**src/rtl/shift_sub_divider.sv**
```systemverilog
// shift_sub_divider
// Sequential restoring (shift-and-subtract) unsigned divider. Operands arrive
// on one shared bus: the dividend in the cycle start is accepted, the divisor
// on the following cycle. One quotient bit is produced per clock, MSB first.
// The results are registered and held until the next result is produced.
//
// Optional feature: define DIV_ZERO_DETECT_EN to detect divide-by-zero.
// A zero divisor then skips the iterations and raises dbz. Without the macro,
// dbz is tied low and the iterations always run.
//
// Ports:
//   i_clk       rising-edge clock
//   i_rst_n     asynchronous active-low reset
//   start       request a division (sampled only in IDLE)
//   data_input  shared operand bus: dividend, then divisor on the next cycle
//   quotient    registered quotient, held until the next result
//   remainder   registered remainder, held until the next result
//   done        one-cycle pulse in the DONE state
//   busy        high in LOAD_B and CALC
//   dbz         divide-by-zero flag, updated with the results
//   p_STATE     current state: IDLE=0, LOAD_B=1, CALC=2, DONE=3
module shift_sub_divider #(
  parameter int D_WIDTH     = 8,
  parameter int State_WIDTH = 4
) (
  input  logic                   i_clk,
  input  logic                   i_rst_n,
  input  logic                   start,
  input  logic [D_WIDTH-1:0]     data_input,
  output logic [D_WIDTH-1:0]     quotient,
  output logic [D_WIDTH-1:0]     remainder,
  output logic                   done,
  output logic                   busy,
  output logic                   dbz,
  output logic [State_WIDTH-1:0] p_STATE
);

  localparam int CW = $clog2(D_WIDTH) + 1;

  typedef enum logic [1:0] {
    S_IDLE   = 2'd0,
    S_LOAD_B = 2'd1,
    S_CALC   = 2'd2,
    S_DONE   = 2'd3
  } state_t;

  state_t             r_state;
  logic [D_WIDTH-1:0] r_dividend;
  logic [D_WIDTH-1:0] r_divisor;
  // The partial remainder is always below the divisor after each step, so
  // D_WIDTH bits hold it; the extra bit only exists in the trial value.
  logic [D_WIDTH-1:0] r_rem;
  logic [D_WIDTH-1:0] r_quot;
  logic [CW-1:0]      r_count;
`ifdef DIV_ZERO_DETECT_EN
  logic               r_dbz;
`endif

  logic [D_WIDTH:0]   w_trial;
  logic               w_ge;
  logic [D_WIDTH-1:0] w_rem_next;
  logic [D_WIDTH-1:0] w_quot_next;
  logic               w_last;

  // Trial value: remainder shifted left with the next dividend bit appended.
  assign w_trial     = {r_rem, r_dividend[D_WIDTH-1]};
  assign w_ge        = (w_trial >= {1'b0, r_divisor});
  // When w_ge holds, the difference is below the divisor, so modulo-2^D_WIDTH
  // subtraction on the low bits gives the exact result.
  assign w_rem_next  = w_ge ? (w_trial[D_WIDTH-1:0] - r_divisor) : w_trial[D_WIDTH-1:0];
  assign w_quot_next = {r_quot[D_WIDTH-2:0], w_ge};
  assign w_last      = (r_count == CW'(D_WIDTH - 1));

  assign p_STATE = State_WIDTH'(r_state);

`ifdef DIV_ZERO_DETECT_EN
  assign dbz = r_dbz;
`else
  assign dbz = 1'b0;
`endif

  always_ff @(posedge i_clk or negedge i_rst_n) begin
    if (!i_rst_n) begin
      r_state    <= S_IDLE;
      r_dividend <= '0;
      r_divisor  <= '0;
      r_rem      <= '0;
      r_quot     <= '0;
      r_count    <= '0;
      quotient   <= '0;
      remainder  <= '0;
      done       <= 1'b0;
      busy       <= 1'b0;
`ifdef DIV_ZERO_DETECT_EN
      r_dbz      <= 1'b0;
`endif
    end else begin
      done <= 1'b0;
      case (r_state)
        S_IDLE: begin
          if (start) begin
            r_dividend <= data_input;
            busy       <= 1'b1;
            r_state    <= S_LOAD_B;
          end
        end

        S_LOAD_B: begin
          r_divisor <= data_input;
          r_rem     <= '0;
          r_quot    <= '0;
          r_count   <= '0;
`ifdef DIV_ZERO_DETECT_EN
          if (data_input == '0) begin
            // Same values the iterations would produce, without running them.
            quotient  <= '1;
            remainder <= r_dividend;
            r_dbz     <= 1'b1;
            done      <= 1'b1;
            busy      <= 1'b0;
            r_state   <= S_DONE;
          end else begin
            r_state <= S_CALC;
          end
`else
          r_state <= S_CALC;
`endif
        end

        S_CALC: begin
          r_rem      <= w_rem_next;
          r_quot     <= w_quot_next;
          r_dividend <= {r_dividend[D_WIDTH-2:0], 1'b0};
          r_count    <= r_count + 1'b1;
          if (w_last) begin
            quotient  <= w_quot_next;
            remainder <= w_rem_next;
`ifdef DIV_ZERO_DETECT_EN
            r_dbz     <= 1'b0;
`endif
            done      <= 1'b1;
            busy      <= 1'b0;
            r_state   <= S_DONE;
          end
        end

        S_DONE: begin
          r_state <= S_IDLE;
        end

        default: begin
          r_state <= S_IDLE;
        end
      endcase
    end
  end

endmodule

```
**config.mk**
```make
export PLATFORM = sky130hd
export DESIGN_NAME = shift_sub_divider
export DESIGN_NICKNAME = d
export VERILOG_FILES = /design/src/rtl/shift_sub_divider.sv
export SDC_FILE = /design/constraint.sdc
export NUM_CORES = 1
export LEC_CHECK = 0
export ABC_AREA = 1
export BUFFER_PORTS_ARGS = -buffer_cell sky130_fd_sc_hd__buf_4
export CELL_PAD_IN_SITES_DETAIL_PLACEMENT = 0
export CELL_PAD_IN_SITES_GLOBAL_PLACEMENT = 1
export CORE_ASPECT_RATIO = 1.75
export CORE_MARGIN = 2
export CORE_UTILIZATION = 47
export DETAILED_ROUTE_END_ITERATION = 12
export PLACE_DENSITY_LB_ADDON = 0.1
export SYNTH_ARGS = -nofsm -noshare
export SYNTH_HDL_FRONTEND = slang
export SYNTH_SLANG_ARGS = --single-unit
```
**constraint.sdc**
```tcl
create_clock -name i_clk -period 5 [get_ports i_clk]
set_clock_uncertainty 0.05 [all_clocks]
set_input_delay 0 -clock i_clk [delete_from_list [all_inputs] [get_ports i_clk]]
set_output_delay 0 -clock i_clk [all_outputs]
set_load 0.05 [all_outputs]
```
After elaboration in Yosys (flattened, before gate mapping)
Index checks and enable logic that the tools add are counted.

storage, ports and cells
  register bits after elaboration = 55
  input bits = 11
  output and inout bits = 23
  logic and storage cells = 40

operators by class
  add/subtract/negate cells = 2
  $lt $le $gt $ge = 1
  equal/unequal tests = 6
  muxes and demuxes = 14
  reductions and logical operators = 7

operators by type and width
  kind                                                                   count
  8-bit case mux with 2 select lines                                     2
  8-bit 2-to-1 mux                                                       2
  7-bit case mux with 2 select lines                                     1
  9-bit by 8-bit greater-or-equal comparator with 1-bit output           1
  2-bit case mux with 4 select lines                                     1
  4-bit case mux with 2 select lines                                     1
  8-bit subtractor                                                       1
  2-bit AND reduction                                                    3
  4-bit by 1-bit adder with 4-bit output, second input constant          1
  2-bit equality test, second input constant                             2
  4-bit by 3-bit equality test with 1-bit output, second input constant  1
  1-bit 2-to-1 mux                                                       4
  2-bit 2-to-1 mux                                                       2
  2-bit inequality test, second input constant                           2
  2-bit nonzero test                                                     2
  3-bit AND reduction                                                    1
  2-bit by 1-bit equality test with 1-bit output, second input constant  1
  2-bit zero test                                                        1
  1-bit case mux with 2 select lines                                     1

Depth between registers and ports, before layout
Gate-level depths: netlist of run 1.

  depth in word-level cells = 3
  depth in mapped cells = 13
  gate-level depth less buffers = 12

Worst setup path before layout of run 1
Ideal clock, no wire load.

  path type = register -> register
  start point = register r_state[0]
  end point = register r_dividend[1]
  library setup time = 0.141 ns
  data arrival time = 1.655 ns
  required time = 4.809 ns
  slack = 3.154 ns
  cell stages (with the launch flop) = 6
  path buffers = 1
  clock period less this slack = 1.846 ns
  path through = dfrtp_1 > inv_1 > ha_1 > o21ai_2 > clkbuf_1 > a31oi_1

between the ends
  word-level cells in the longest chain between the ends = 3
  elaborated cells on any way between the ends = 6
  classes of those cells = 2 x eq/ne; 1 x mux; 3 x reduce/logical

ends and longest elaborated chain
  what                                                                                 RTL line  source
  start, declared                                                                      47        state_t r_state;
  start signal, assigned                                                               84        r_state <= S_IDLE;
  start signal, assigned                                                               104       r_state <= S_LOAD_B;
  start signal, assigned                                                               126       r_state <= S_CALC;
  2-bit equality test / 2-bit zero test (equally long branches)                        99        case (r_state)
  2-bit nonzero test (no source line) / 2-bit inequality test (equally long branches)  --
  2-bit AND reduction (no source line)                                                 --
  end signal, assigned                                                                 102       r_dividend <= data_input;
  end signal, assigned                                                                 133       r_dividend <= {r_dividend[D_WIDTH-2:0], 1'b0};
  end, declared                                                                        48        logic [D_WIDTH-1:0] r_dividend;

Parallel ways exist; a longest one is shown, timed or not.
A chain may end at the register's enable or synchronous reset.

Worst setup path in the final report of run 1
  start point = register r_state[0]
  end point = register quotient[7]

between the ends
  word-level cells in the longest chain between the ends = 2

ends and longest elaborated chain
  what                                  RTL line  source
  2-bit equality test                   99
  2-bit AND reduction (no source line)  --
  end signal, assigned                  136       quotient <= w_quot_next;
  end, declared                         30        output logic [D_WIDTH-1:0] quotient,

No other way between the ends.

==> metrics.md, run 1 <==
| Metric | Value |
|---|---|
| Cell depth of the worst hold path | 4 |
| Number of library cell types mapped by synthesis | 33 |
| Clk Tree Root Cell | clkbuf_8 |
| Worst hold path class | in -> reg |
| M3 GR Usage | 3.92% |
| RSZ-0062 raised after global routing | false |
| GRT Util Overall | 18.6% |
| Die ar. | 6630 µm² |
| R2R Path Start | r_state[0] |
| Share of cells above drive strength 1 | 13.2% |
| Worst Reg-to-Reg Cells | 7 |
| Max FO, Critical Path | 23 |
| Routed WL | 5760 µm |
| Fmax | 375 MHz |
| Setup TNS Final | 0 ns |
| Die Width | 62.4 µm |
| Busiest layer in global routing | met2 |
| DRT antenna net count | 0 |
| Hold Path End | r_state[1] |
| Final setup violating endpoints | 0 |
| Synthesis-to-layout area growth | 15.4% |
| Core Footprint | 5830 µm² |
| Post-DP HPWL | 4330 µm |
| CP endpoint kind | register |
| DRC errors left | 0 |
| Clk_lat worst skew | 0.33 ns |
| Status | completed |
| Post-Syn Instances | 337 |
| CTS buffer count | 5 |
| H-tree depth | 2 |
| Row count | 37 |
| Worst setup path class | reg -> reg |
| Port Buffers | 30 |
| Power Dens Cells | 646 nW/µm² |
| R2R setup slack | 2.34 ns |
| Maxcap violations | 0 |
| Post-Syn Area | 2810 µm² |
| Die Y | 106 µm |
| Fin crit period | 2.66 ns |
| DRT Pass-1 Iters | 4 |
| Resized cells post-CTS | 0 |
| Final net count | 395 |
| Largest net degree at the start of global routing | 56 |
| Ys async rst share | 100% |
| CP arrival | 2.82 ns |
| Max Root-Sink Buffers | 2 |
| Max_slew headroom | 54.0% |
| Worst path required time | 5.15 ns |
| Clock transition at path regs | 0.11 ns |
| Reg area | 1380 µm² |
| Global route total overflow | 0 |
| Initial Util | 48.1% |
| Drt wl/cell | 12.8 µm |
| Grt met2 use | 32.8% |
| Syn Area/Cell | 8.33 µm² |
| Yosys Warn Count | 0 |
| Footprint of the multi-input gates | 1210 µm² |
| Post-route clock period utilization | 53.3% |
| P_leak | 1.71 nW |
| Least-Margin Pin Slew | 0.687 ns |
| DRT iter0 DRCs | 96 |
| Vias | 2219 |
| Post-synth top flop | dfrtp_1 |
| I/O Pins | 34 |
| ANT cells | 0 |
| Sequential-to-total area share from yosys stat | 49.0% |
| Hold path start | start |
| Met1 Usage GRT | 21.9% |
| First-pass GRT wire length | 9780 µm |
| Final core area utilization | 55.5% |
| Final Slew Violations | 0 |
| Total power | 2.09 mW |
| GPL Wtd Cong | 0.789 |
| CTS tree | built |
| Hold Violations, Final | 0 |
| Post-synth EDFFs | 0 |
| Initial antenna violation count | 0 |
| Clk sink count | 55 |
| Worst vdd ir | 0.000466 V |
| Via density | 4.93 |
| Startpoint types | register |
| Post-synthesis register bit count | 55 |
| Vias in the first global route | 2122 |
| Fill cell count | 612 |
| Worst r2r dst | quotient[7] |
[sequential cells by signal, indices dropped and copies added (netlist names)]
signal,count
quotient,8
r_dividend,8
r_divisor,8
r_rem,8
remainder,8
r_quot,7
r_count,4
r_state,2
busy,1
done,1
[cells in the mapped netlist, drive strengths merged, types with 2 or more instances]
master / instances / area share [%]
nor2: 17 / 2.4
xnor2: 2 / 0.62
nand4: 2 / 0.45
buf: 8 / 2.2
nand2: 115 / 16
nand3: 24 / 4.5
o22ai: 6 / 1.3
a21oi: 6 / 1.1
nand3b: 6 / 1.6
o21a: 2 / 0.53
dfrtp: 55 / 49
o21ai: 21 / 3.9
a31oi: 7 / 1.6
clkbuf: 6 / 0.80
nor3: 3 / 0.71
inv: 38 / 5.1
ha: 12 / 5.3
[through the flow]
| step | cell area (µm²) | setup WS [ns] | instances | hold WS, ns |
|---|---|---|---|---|
| 2_1_floorplan | 2810 | 3.15 | 339 | -0.346 |
| 3_3_place_gp | 3050 | 2.43 | 433 | 0.0371 |
| 3_5_place_dp | 3050 | 2.30 | 433 | 0.0434 |
| 4_1_cts | 3240 | 2.31 | 450 | 0.0351 |
| 5_1_grt | 3240 | 2.01 | 450 | 0.113 |
| 6_report | 3240 | 2.34 | 450 | 0.0401 |
[per-layer routing]
layer	vias to the layer above	share of wire [%]
met5	-	0
met4	0	1.5
met3	6	3.8
met2	47	52
met1	1034	43
li1	1132	-
[timing repair]
item                                   CTS  global route
endpoints found under the hold margin   71             0
hold buffers                             9             0
setup buffers                            0             0
[cells in the final DEF (no fill, tap or decap), types with 3 or more instances in the layout]
cell,n
nand2_2,3
nand2_1,110
buf_4,30
o21ai_0,20
conb_1,3
nand3_1,23
o22ai_1,6
dfrtp_1,55
nand3b_1,6
clkbuf_8,5
a21oi_1,6
a31oi_1,7
ha_1,12
dlygate4sd3_1,9
inv_1,38
nor2_1,16
[final cells by class]
type                       instances  share of cell area, %
sequential                        55                   42.5
timing repair buffer              39                   9.73
inverter                          39                   4.52
tap                               78                   3.01
clock buffer                       5                   2.12
clock inverter                     3                  0.850
multi-input combinational        231                   37.3
[logic make-up (layout without fill, tap and decap cells)]
kind of cell	after synthesis	in the layout	synth area share, %
xor gates and xnor gates	3	3	0.936
and+or+nand+nor	168	168	26.6
muxes	1	1	0.401
DFF	55	55	49.0
AOI/OAI and AO/OA	43	43	8.65
adders and majority gates	13	13	6.06
buffers and inverters	53	86	8.20
other	1	3	0.134
[worst max path at each step]
stage	start	end	slack, ns	depth (start not counted)
global route	r_state[0]	quotient[6]	2.01	7
global placement	r_state[0]	quotient[2]	2.43	7
floorplan	r_state[0]	r_dividend[1]	3.15	5
detailed placement	r_state[0]	quotient[3]	2.30	7
finish	r_state[0]	quotient[7]	2.34	7
CTS	r_state[0]	quotient[7]	2.31	7
[power by group]
group	switching, mW	internal, mW
clock network	0.158	0.103
logic	0.787	0.402
registers	0.0756	0.566
total	1.02	1.07
[critical path: stages, from the launching register on]
cell and delay [ns]:
dfrtp_1 0.42, inv_1 0.09, ha_1 0.37, inv_1 0.28, nor2_1 0.61, inv_1 0.48
nand2_1 0.15, o21ai_0 0.08
(Power assumes the default switching activity.)
==> inputs of run 2 (changes only) <==
--- a/config.mk
+++ b/config.mk
@@ -11,7 +11,7 @@
 export CELL_PAD_IN_SITES_GLOBAL_PLACEMENT = 1
 export CORE_ASPECT_RATIO = 1.75
 export CORE_MARGIN = 2
-export CORE_UTILIZATION = 47
+export CORE_UTILIZATION = 43
 export DETAILED_ROUTE_END_ITERATION = 12
 export PLACE_DENSITY_LB_ADDON = 0.1
 export SYNTH_ARGS = -nofsm -noshare
==> constraint.sdc (replaced) <==
create_clock -name i_clk -period 2.59 [get_ports i_clk]
set_clock_uncertainty 0.05 [all_clocks]
set_input_delay 0 -clock i_clk [delete_from_list [all_inputs] [get_ports i_clk]]
set_output_delay 0 -clock i_clk [all_outputs]
set_load 0.05 [all_outputs]
==> run 2 against run 1 <==
Effect of this change:
- sequential share of layout area decreased by 1.1 points
- critical path depth unchanged
- cell count increased by 1.1%
- die area increased by 8.8%
- largest cell class unchanged
==> metrics.md, run 2 (same netlist as run 1, synthesis figures left out) <==
| Metric | Value |
|---|---|
| Status | completed |
| Share of cells above drive strength 1 | 13.7% |
| GPL Wtd Cong | 0.815 |
| Final net count | 396 |
| Dpl ws | 0.152 ns |
| Least-Margin Pin Slew | 0.687 ns |
| H-tree depth | 2 |
| CP arrival | 2.23 ns |
| Fmax | 473 MHz |
| First-pass GRT wire length | 10000 µm |
| Post-DP HPWL | 4290 µm |
| Setup Buffers After CTS | 0 |
| Routed WL | 5670 µm |
| Clock transition at path regs | 0.07 ns |
| Worst vdd ir | 0.000765 V |
| CP Launch Point | r_state[0] |
| Startpoint types | register |
| Max_slew headroom | 54.2% |
| Die ar. | 7210 µm² |
| CP endpoint kind | register |
| Fin crit period | 2.12 ns |
| Via density | 4.78 |
| Initial Util | 43.6% |
| DRT iter0 DRCs | 128 |
| Synthesis-to-layout area growth | 18.6% |
| DRT Pass-1 Iters | 4 |
| RSZ-0062 raised after global routing | false |
| Hold Violations, Final | 0 |
| DRT antenna net count | 0 |
| Reg area | 1380 µm² |
| Footprint of the multi-input gates | 1210 µm² |
| Worst path required time | 2.70 ns |
| Max Root-Sink Buffers | 2 |
| Worst setup path class | reg -> reg |
| Power Dens Cells | 1290 nW/µm² |
| CTS tree | built |
| Clk sink count | 55 |
| Die Y | 111 µm |
| Clk Tree Root Cell | clkbuf_16 |
| P_leak | 1.75 nW |
| PnR worst setup slack | 0.474 ns |
| Hold path start | start |
| Setup TNS Final | 0 ns |
| Clk_lat worst skew | 0.30 ns |
| Most frequent cells in the layout | 110 x nand2_1, 55 x dfrtp_1, 38 x inv_1 |
| Core Footprint | 6440 µm² |
| Post-route clock period utilization | 81.7% |
| GRT Util Overall | 17.6% |
| Maxcap violations | 0 |
| Die Width | 65.1 µm |
| Final Slew Violations | 0 |
| DRC errors left | 0 |
| Largest net degree at the start of global routing | 56 |
| Vias | 2173 |
| Drt wl/cell | 12.5 µm |
| ANT cells | 0 |
| Vias in the first global route | 2160 |
| Max FO, Critical Path | 23 |
| R2R Path Start | r_state[0] |
| I/O Pins | 34 |
| Worst hold path class | in -> reg |
| Global route total overflow | 0 |
| Port Buffers | 30 |
| Fill cell count | 658 |
| Row count | 39 |
| Commonest non-fill, non-tap cell in the layout | nand2_1 |
| Initial antenna violation count | 0 |
| CTS buffer count | 5 |
| Final setup violating endpoints | 0 |
[run 2: through the flow]
step	hold WS [ns]	util, %	std cells	total power, mW	cell area (µm²)
after detailed placement	0.0491	47.6	438	3.56	3070
after global routing	0.123	51.7	455	4.71	3330
after global placement	0.0460	47.6	438	3.55	3070
final	0.0860	51.7	455	4.30	3330
after floorplan	-0.346	-	339	3.11	2810
after CTS	0.0957	51.7	455	4.35	3330
[run 2: cell type report]
class	count	area share, %
clock buffer	5	3.76
clock inverter	3	1.39
inverter	39	4.40
multi-input combinational	231	36.3
sequential	55	41.3
tap	82	3.08
timing repair buffer	40	9.70
[run 2: critical path: stages (launching register included)]
cell,delay [ns]
dfrtp_1,0.41
inv_1,0.09
ha_1,0.17
inv_1,0.19
nor2_2,0.44
inv_1,0.40
nand2_1,0.15
o21ai_0,0.08
[run 2: per-layer routing]
layer	GRT usage (%)	routed length [µm]
met1	21.7	2390
met2	30.2	3010
met3	3.76	175
met4	5.83	99
met5	0	0
[run 2: path summary, 6_finish.rpt]
path | to | slack [ns] | depth (start not counted)
min in group asynchronous | remainder[7] | 0.25 | 2
min reg2reg | quotient[0] | 0.43 | 2
max reg2reg | quotient[1] | 0.47 | 7
max in group asynchronous | r_dividend[2] | 1.80 | 2
max | quotient[1] | 0.47 | 7
min | r_state[1] | 0.09 | 4
[run 2: what timing repair did]
item	4_1_cts	5_1_grt
setup endpoints to repair	0	16
hold buffers	9	0
hold endpoints to repair	71	0
resized for setup	0	1
[run 2: report_power, final]
group / total (mW) / internal (mW) / switching, mW
Clock: 0.770 / 0.460 / 0.310
Sequential: 1.23 / 1.09 / 0.136
Combinational: 2.30 / 0.783 / 1.51
